==> config.mk <==
export PLATFORM = sky130hd
export DESIGN_NAME = program_loader_flat
export DESIGN_NICKNAME = d
export VERILOG_FILES = /design/src/rtl/program_loader_pkg.sv /design/src/rtl/program_loader_if.sv /design/src/rtl/program_loader_checksum.sv /design/src/rtl/program_loader.sv /design/src/flat_wrapper.sv
export SDC_FILE = /design/constraint.sdc
export NUM_CORES = 1
export LEC_CHECK = 0
export CAP_MARGIN = 15
export CORE_UTILIZATION = 53
export DETAILED_ROUTE_END_ITERATION = 6
export PLACE_DENSITY_LB_ADDON = 0.12
export SLEW_MARGIN = 20
export SYNTH_ARGS = -nofsm -noshare
export SYNTH_HDL_FRONTEND = slang
export SYNTH_HIERARCHICAL = 1
export SYNTH_SLANG_ARGS = --single-unit
==> constraint.sdc <==
create_clock -name i_clock -period 2.98 [get_ports i_clock]
set_input_delay 0.596 -clock i_clock [delete_from_list [all_inputs] [get_ports i_clock]]
set_output_delay 0.596 -clock i_clock [all_outputs]
set_load 0.01 [all_outputs]
==> src/rtl/program_loader_pkg.sv <==
// Shared types and defaults for the program loader.
// State encoding, default byte width and the HALT terminator word.
package loader_pkg;

    localparam int          NB_BYTE_DEFAULT   = 8;
    localparam logic [15:0] HALT_WORD_DEFAULT = 16'h0000;

    typedef enum logic [1:0] {
        S_HIGH  = 2'd0,   // waiting for the upper byte of a word
        S_LOW   = 2'd1,   // waiting for the lower byte of a word
        S_CHECK = 2'd2,   // waiting for the checksum byte (checksum builds only)
        S_DONE  = 2'd3    // image loaded, processor released
    } state_t;

endpackage

==> src/rtl/program_loader_if.sv <==
// Byte-stream in / instruction-memory write port out, plus load status.
// The master modport is the loader; the slave modport is the surrounding
// system (UART receiver, instruction memory and processor reset control).
interface program_loader_if
    import loader_pkg::*;
#(
    parameter int NB_BYTE        = NB_BYTE_DEFAULT,
    parameter int NB_INSTRUCTION = 2 * NB_BYTE,
    parameter int NB_ADDR        = 10
);

    logic [NB_BYTE-1:0]        i_rx_data;
    logic                      i_rx_valid;
    logic                      i_restart;
    logic                      o_wr_en;
    logic [NB_ADDR-1:0]        o_wr_addr;
    logic [NB_INSTRUCTION-1:0] o_wr_data;
    logic                      o_loading;
    logic                      o_done;
    logic                      o_overflow;
    logic                      o_error;

    modport master (
        input  i_rx_data, i_rx_valid, i_restart,
        output o_wr_en, o_wr_addr, o_wr_data,
        output o_loading, o_done, o_overflow, o_error
    );

    modport slave (
        output i_rx_data, i_rx_valid, i_restart,
        input  o_wr_en, o_wr_addr, o_wr_data,
        input  o_loading, o_done, o_overflow, o_error
    );

endinterface

==> src/rtl/program_loader_checksum.sv <==
// XOR accumulator over the accepted image bytes, with clear and compare.
// Only compiled when PROGRAM_LOADER_CHECKSUM_EN is defined; the default
// build has no checksum logic at all.
`ifdef PROGRAM_LOADER_CHECKSUM_EN
module loader_checksum
    import loader_pkg::*;
#(
    parameter int NB_BYTE = NB_BYTE_DEFAULT
) (
    input  logic               i_clock,
    input  logic               i_reset,
    input  logic               i_clear,
    input  logic               i_accum,
    input  logic [NB_BYTE-1:0] i_byte,
    input  logic [NB_BYTE-1:0] i_expected,
    output logic               o_mismatch
);

    logic [NB_BYTE-1:0] r_xor;

    // Running XOR of every accepted byte; restart starts a fresh image.
    always_ff @(posedge i_clock) begin
        if (i_reset || i_clear) begin
            r_xor <= '0;
        end else if (i_accum) begin
            r_xor <= r_xor ^ i_byte;
        end
    end

    assign o_mismatch = (r_xor != i_expected);

endmodule
`endif

==> src/rtl/program_loader.sv <==
// Program loader: assembles big-endian byte pairs from the UART into
// instruction words and writes them to instruction memory from address 0.
// Loading stops on the HALT word or when the last address has been written.
// Optional feature macro: PROGRAM_LOADER_CHECKSUM_EN (trailing XOR checksum
// byte after HALT, mismatch reported on o_error).
module program_loader
    import loader_pkg::*;
#(
    parameter int                        NB_BYTE        = NB_BYTE_DEFAULT,
    parameter int                        NB_INSTRUCTION = 2 * NB_BYTE,
    parameter int                        NB_ADDR        = 10,
    parameter int                        ROM_DEPTH      = 2 ** NB_ADDR,
    parameter logic [NB_INSTRUCTION-1:0] HALT_WORD      = HALT_WORD_DEFAULT
) (
    input  logic             i_clock,
    input  logic             i_reset,
    program_loader_if.master bus
);

    localparam logic [NB_ADDR-1:0] LAST_ADDR = NB_ADDR'(ROM_DEPTH - 1);

    state_t                    r_state,    w_next_state;
    logic [NB_BYTE-1:0]        r_hi,       w_hi_next;
    logic [NB_ADDR-1:0]        r_addr,     w_addr_next;
    logic                      r_wr_en,    w_wr_en_next;
    logic [NB_ADDR-1:0]        r_wr_addr,  w_wr_addr_next;
    logic [NB_INSTRUCTION-1:0] r_wr_data,  w_wr_data_next;
    logic                      r_overflow, w_overflow_next;
    logic [NB_INSTRUCTION-1:0] w_word;

    assign w_word = {r_hi, bus.i_rx_data};

`ifdef PROGRAM_LOADER_CHECKSUM_EN
    logic r_error;
    logic w_chk_strobe;
    logic w_accept;
    logic w_mismatch;

    // A data byte counts towards the checksum only when the FSM consumes it.
    assign w_accept = bus.i_rx_valid && !bus.i_restart &&
                      ((r_state == S_HIGH) || (r_state == S_LOW));

    loader_checksum #(
        .NB_BYTE    (NB_BYTE)
    ) u_checksum (
        .i_clock    (i_clock),
        .i_reset    (i_reset),
        .i_clear    (bus.i_restart),
        .i_accum    (w_accept),
        .i_byte     (bus.i_rx_data),
        .i_expected (bus.i_rx_data),
        .o_mismatch (w_mismatch)
    );

    // Sticky checksum error, evaluated when the checksum byte arrives.
    always_ff @(posedge i_clock) begin
        if (i_reset || bus.i_restart) begin
            r_error <= 1'b0;
        end else if (w_chk_strobe && w_mismatch) begin
            r_error <= 1'b1;
        end
    end

    assign bus.o_error = r_error;
`else
    assign bus.o_error = 1'b0;
`endif

    // Next-state, byte assembly, address counter and write-port decode.
    always_comb begin
        // NOTE: every signal gets a default first so no path infers a latch.
        w_next_state    = r_state;
        w_hi_next       = r_hi;
        w_addr_next     = r_addr;
        w_wr_en_next    = 1'b0;
        w_wr_addr_next  = r_wr_addr;
        w_wr_data_next  = r_wr_data;
        w_overflow_next = r_overflow;
`ifdef PROGRAM_LOADER_CHECKSUM_EN
        w_chk_strobe    = 1'b0;
`endif
        if (bus.i_restart) begin
            // Restart wins over a same-cycle byte, which is discarded.
            w_next_state    = S_HIGH;
            w_hi_next       = '0;
            w_addr_next     = '0;
            w_overflow_next = 1'b0;
        end else begin
            case (r_state)
                S_HIGH: begin
                    if (bus.i_rx_valid) begin
                        w_hi_next    = bus.i_rx_data;
                        w_next_state = S_LOW;
                    end
                end
                S_LOW: begin
                    if (bus.i_rx_valid) begin
                        w_wr_en_next   = 1'b1;
                        w_wr_addr_next = r_addr;
                        w_wr_data_next = w_word;
                        // Saturate at the last slot so the counter never wraps.
                        if (r_addr != LAST_ADDR) begin
                            w_addr_next = r_addr + NB_ADDR'(1);
                        end
                        if (w_word == HALT_WORD) begin
`ifdef PROGRAM_LOADER_CHECKSUM_EN
                            w_next_state = S_CHECK;
`else
                            w_next_state = S_DONE;
`endif
                        end else if (r_addr == LAST_ADDR) begin
                            w_overflow_next = 1'b1;
                            w_next_state    = S_DONE;
                        end else begin
                            w_next_state = S_HIGH;
                        end
                    end
                end
`ifdef PROGRAM_LOADER_CHECKSUM_EN
                S_CHECK: begin
                    if (bus.i_rx_valid) begin
                        w_chk_strobe = 1'b1;
                        w_next_state = S_DONE;
                    end
                end
`endif
                S_DONE: begin
                    w_next_state = S_DONE;
                end
                default: begin
                    w_next_state = S_HIGH;
                end
            endcase
        end
    end

    // State, counter and registered write-port outputs.
    always_ff @(posedge i_clock) begin
        // NOTE: non-blocking assignments so every register samples pre-edge values.
        if (i_reset) begin
            r_state    <= S_HIGH;
            r_hi       <= '0;
            r_addr     <= '0;
            r_wr_en    <= 1'b0;
            r_wr_addr  <= '0;
            r_wr_data  <= '0;
            r_overflow <= 1'b0;
        end else begin
            r_state    <= w_next_state;
            r_hi       <= w_hi_next;
            r_addr     <= w_addr_next;
            r_wr_en    <= w_wr_en_next;
            r_wr_addr  <= w_wr_addr_next;
            r_wr_data  <= w_wr_data_next;
            r_overflow <= w_overflow_next;
        end
    end

    assign bus.o_wr_en    = r_wr_en;
    assign bus.o_wr_addr  = r_wr_addr;
    assign bus.o_wr_data  = r_wr_data;
    assign bus.o_overflow = r_overflow;
    assign bus.o_done     = (r_state == S_DONE);
    assign bus.o_loading  = (r_state != S_DONE);

endmodule

==> src/flat_wrapper.sv <==
// flat-port wrapper written by rule: the top's interface ports become plain ports
module program_loader_flat import loader_pkg::*;
#(
    parameter int                        NB_BYTE        = NB_BYTE_DEFAULT,
    parameter int                        NB_INSTRUCTION = 2 * NB_BYTE,
    parameter int                        NB_ADDR        = 10,
    parameter int                        ROM_DEPTH      = 2 ** NB_ADDR,
    parameter logic [NB_INSTRUCTION-1:0] HALT_WORD      = HALT_WORD_DEFAULT
)
  (i_clock, i_reset, bus_i_rx_data, bus_i_rx_valid, bus_i_restart, bus_o_wr_en, bus_o_wr_addr, bus_o_wr_data, bus_o_loading, bus_o_done, bus_o_overflow, bus_o_error);
  program_loader_if #(.NB_BYTE(NB_BYTE), .NB_INSTRUCTION(NB_INSTRUCTION), .NB_ADDR(NB_ADDR)) bus_i ();
  input  logic i_clock;
  input  logic i_reset;
  input wire logic [$bits(bus_i.i_rx_data)-1:0] bus_i_rx_data;
  input wire logic [$bits(bus_i.i_rx_valid)-1:0] bus_i_rx_valid;
  input wire logic [$bits(bus_i.i_restart)-1:0] bus_i_restart;
  output wire logic [$bits(bus_i.o_wr_en)-1:0] bus_o_wr_en;
  output wire logic [$bits(bus_i.o_wr_addr)-1:0] bus_o_wr_addr;
  output wire logic [$bits(bus_i.o_wr_data)-1:0] bus_o_wr_data;
  output wire logic [$bits(bus_i.o_loading)-1:0] bus_o_loading;
  output wire logic [$bits(bus_i.o_done)-1:0] bus_o_done;
  output wire logic [$bits(bus_i.o_overflow)-1:0] bus_o_overflow;
  output wire logic [$bits(bus_i.o_error)-1:0] bus_o_error;
  assign bus_i.i_rx_data = bus_i_rx_data;
  assign bus_i.i_rx_valid = bus_i_rx_valid;
  assign bus_i.i_restart = bus_i_restart;
  assign bus_o_wr_en = bus_i.o_wr_en;
  assign bus_o_wr_addr = bus_i.o_wr_addr;
  assign bus_o_wr_data = bus_i.o_wr_data;
  assign bus_o_loading = bus_i.o_loading;
  assign bus_o_done = bus_i.o_done;
  assign bus_o_overflow = bus_i.o_overflow;
  assign bus_o_error = bus_i.o_error;
  program_loader #(.NB_BYTE(NB_BYTE), .NB_INSTRUCTION(NB_INSTRUCTION), .NB_ADDR(NB_ADDR), .ROM_DEPTH(ROM_DEPTH), .HALT_WORD(HALT_WORD)) u_core (.i_clock(i_clock), .i_reset(i_reset), .bus(bus_i));
endmodule
==> flow_summary.ini <==
[yosys]
synth_async_sr_flop_share = 0
syn-cell-area_um2 = 1898
yosysTopAreaCell = dfxtp_1
synth_warnings = 6
synth_edf_count = 0
synthCells = 224
ys_top_cells_by_area = dfxtp_1 51%, nand2_1 11%, a21oi_1 8.4%
synth_seq_cells = 48
ys_seq_area_frac = 0.5063
synth_fp_nets = 237
synthFlopType = dfxtp_1
synth_top_area_share = 0.5063
synth_cell_type_count = 36
syn_avg_cell_area_um2 = 8.474

[critical_path]
cp_max_fo = 6
endpoint_kind = output port
path_class = flip-flop to output port
reg2reg_depth = 5
start_kind = flip-flop
cp.arrival_ns = 1.47
cp.required_ns = 2.38

[clock_network]
cts_tree = built
path_clk_slew_ns = 0.13
clock_latency_ns = 0.37
post-cts-setup-buffers = 0
cts_buffer_depth = 2
numCtsBuffers = 5
root_buffer = clkbuf_4
cts.hold.buffers_added = 0
htreeDepth = 2
cts_resized = 0
cts.sinks = 48

[layout]
num_antenna_cells = 0
fin_cells = 311
drive_gt1_frac = 0.05660
seq_area_um2 = 960.9
multi_input_area_um2 = 852.1
area_delta_synth_final_pct = 26.04
final_area_um2 = 2392
fin_nets = 277
fillers = 284

[sta]
min_period_over_period = 0.6919
hold_viol_final = 0
maxSlewViolCount = 0
max_freq_mhz = 485.0
clock_skew_ns = 0.01150
fin_ws_ns = 0.9182
fin_tns_setup_ns = 0
holdWs_ns = 0.4608
rsz0062_at_grt = no
setup_viol = 0
min_period_ns = 2.062

[placement]
port_buffers = 41
gp_routability_congestion = 0.8142
dpl.hpwl_mm = 2.679
dpl.cell_count = 303
preCtsSetupSlack_ns = 0.7760
dpl_cell_area_um2 = 2330

[power]
p_leak_nw = 0.8062
power_frac_seq = 0.631
power.switching_w = 0.0002403
internal-power_w = 0.0007950
p_per_area_nw_per_um2 = 432.8
combPwrFrac = 0.064
peakVddDrop_uv = 285.2
clkPwrFrac = 0.305
p_sw_frac = 0.2321

[routing]
vias = 1639
finalWirelength_mm = 3.832
drt_iter0_markers = 92
antenna_left = 0
vias_per_cell = 5.270
drt_pass1_iterations = 4
drc_errors = 0
wl_per_cell_um = 12.32

[grt]
overflow = 0
grt_max_degree = 28
grt_pass1_vias = 1344
grtUsageTotal = 0.2261
grt_antenna_before_repair = 0
grt_pass1_wl_mm = 6.292

[outcome]
outcome = complete, no violations

[flow_run]
cap_viol_max_count = 0

[floorplanning]
die_w_um = 61.85
start_util = 0.5600
rows = 21
core_area_um2 = 3390
die_area_um2 = 3825
die_h_um = 61.85
ios = 43

[min_path]
hold_depth = 2
hp-class = flip-flop to flip-flop
## final timing paths
check	start	end	slack, ns
worst min-delay path	u_core/bus.o_wr_addr[2]	u_core/bus.o_wr_addr[2]	0.46
worst max register to register	u_core/r_addr[0]	u_core/r_addr[5]	1.29
worst min register to register	u_core/bus.o_wr_addr[2]	u_core/bus.o_wr_addr[2]	0.46
worst max-delay path	u_core/r_state[0]	bus_o_done	0.92
## metal layers
layer,vias up,track usage,wire [µm]
met1,732,0.3338,1935
met5,-,0,0
met2,56,0.3210,1622
li1,844,-,-
met4,0,0.07619,61
met3,7,0.05590,212
## layout by cell type (no fill, tap or decap), drive strengths merged, types with 2 or more instances in the layout
cell           synthesis  routed
nand2                 57      57
and3                   3       3
nor2                  16      16
nand3                  6       6
inv                    3       3
xor2                   2       2
nand4                  2       2
nor3                   2       2
a21oi                 32      32
nor4                   5       5
buf                   10       5
nand2b                 2       2
o21ai                  2       2
dfxtp                 48      48
clkbuf                 3       7
mux2i                  9       9
clkdlybuf4s50          0      41
or3                    2       2
o21a                   4       4
## layout make-up
class,instances,share of cell area
tap,46,0.02406
sequential,48,0.4017
clock inverter,1,0.003138
clock buffer,7,0.02301
timing repair buffer,46,0.1872
inverter,3,0.004707
multi-input combinational,160,0.3562
## worst max-delay path, cell delays in order, from the launching register on
cell,delay (ns)
dfxtp_1,0.43
nand2_1,0.09
inv_1,0.06
clkdlybuf4s50_1,0.52
## flip-flops by register name (all words and copies together) (netlist names)
signal,count
u_core/r_addr,10
u_core/bus.o_wr_data,16
u_core/bus.o_wr_en,1
u_core/bus.o_overflow,1
u_core/r_state,2
u_core/r_hi,8
u_core/bus.o_wr_addr,10
## logic make-up (layout without fill, tap and decap cells)
logic type | count (synthesis) | after routing | share of synthesized area
compound gates | 45 | 45 | 0.1417
xor+xnor | 3 | 3 | 0.01385
fa+ha+maj | 1 | 1 | 0.006591
buf+inv | 16 | 57 | 0.04482
flops | 48 | 48 | 0.5063
mux | 9 | 9 | 0.04746
other cells | 1 | 1 | 0.001976
simple gates | 101 | 101 | 0.2373
## power groups by stage
stage,Sequential [W],Combinational (W),Clock (W)
2_1_floorplan,0.000667,0.0000366,0
3_3_place_gp,0.000667,0.0000662,0
3_5_place_dp,0.000667,0.0000662,0
4_1_cts,0.000653,0.0000663,0.000323
5_1_grt,0.000654,0.0000727,0.000344
6_report,0.000653,0.0000662,0.000316
## synthesized netlist by cell type (3+ instances only)
cell type	number
inv_1	3
nor4_1	5
a21oi_1	32
o21a_1	4
buf_2	5
nor2_1	15
mux2i_1	9
nand2_1	57
buf_4	5
clkbuf_1	3
nand3_1	6
and3_1	3
dfxtp_1	48
## stage by stage
step,utilization,total power [W]
6_report,0.7058,0.001035
5_1_grt,0.7058,0.001071
4_1_cts,0.7058,0.001043
3_3_place_gp,0.6873,0.0007334
3_5_place_dp,0.6873,0.0007334
2_1_floorplan,-,0.0007037
Note: power is estimated with default switching activity, not from simulation.
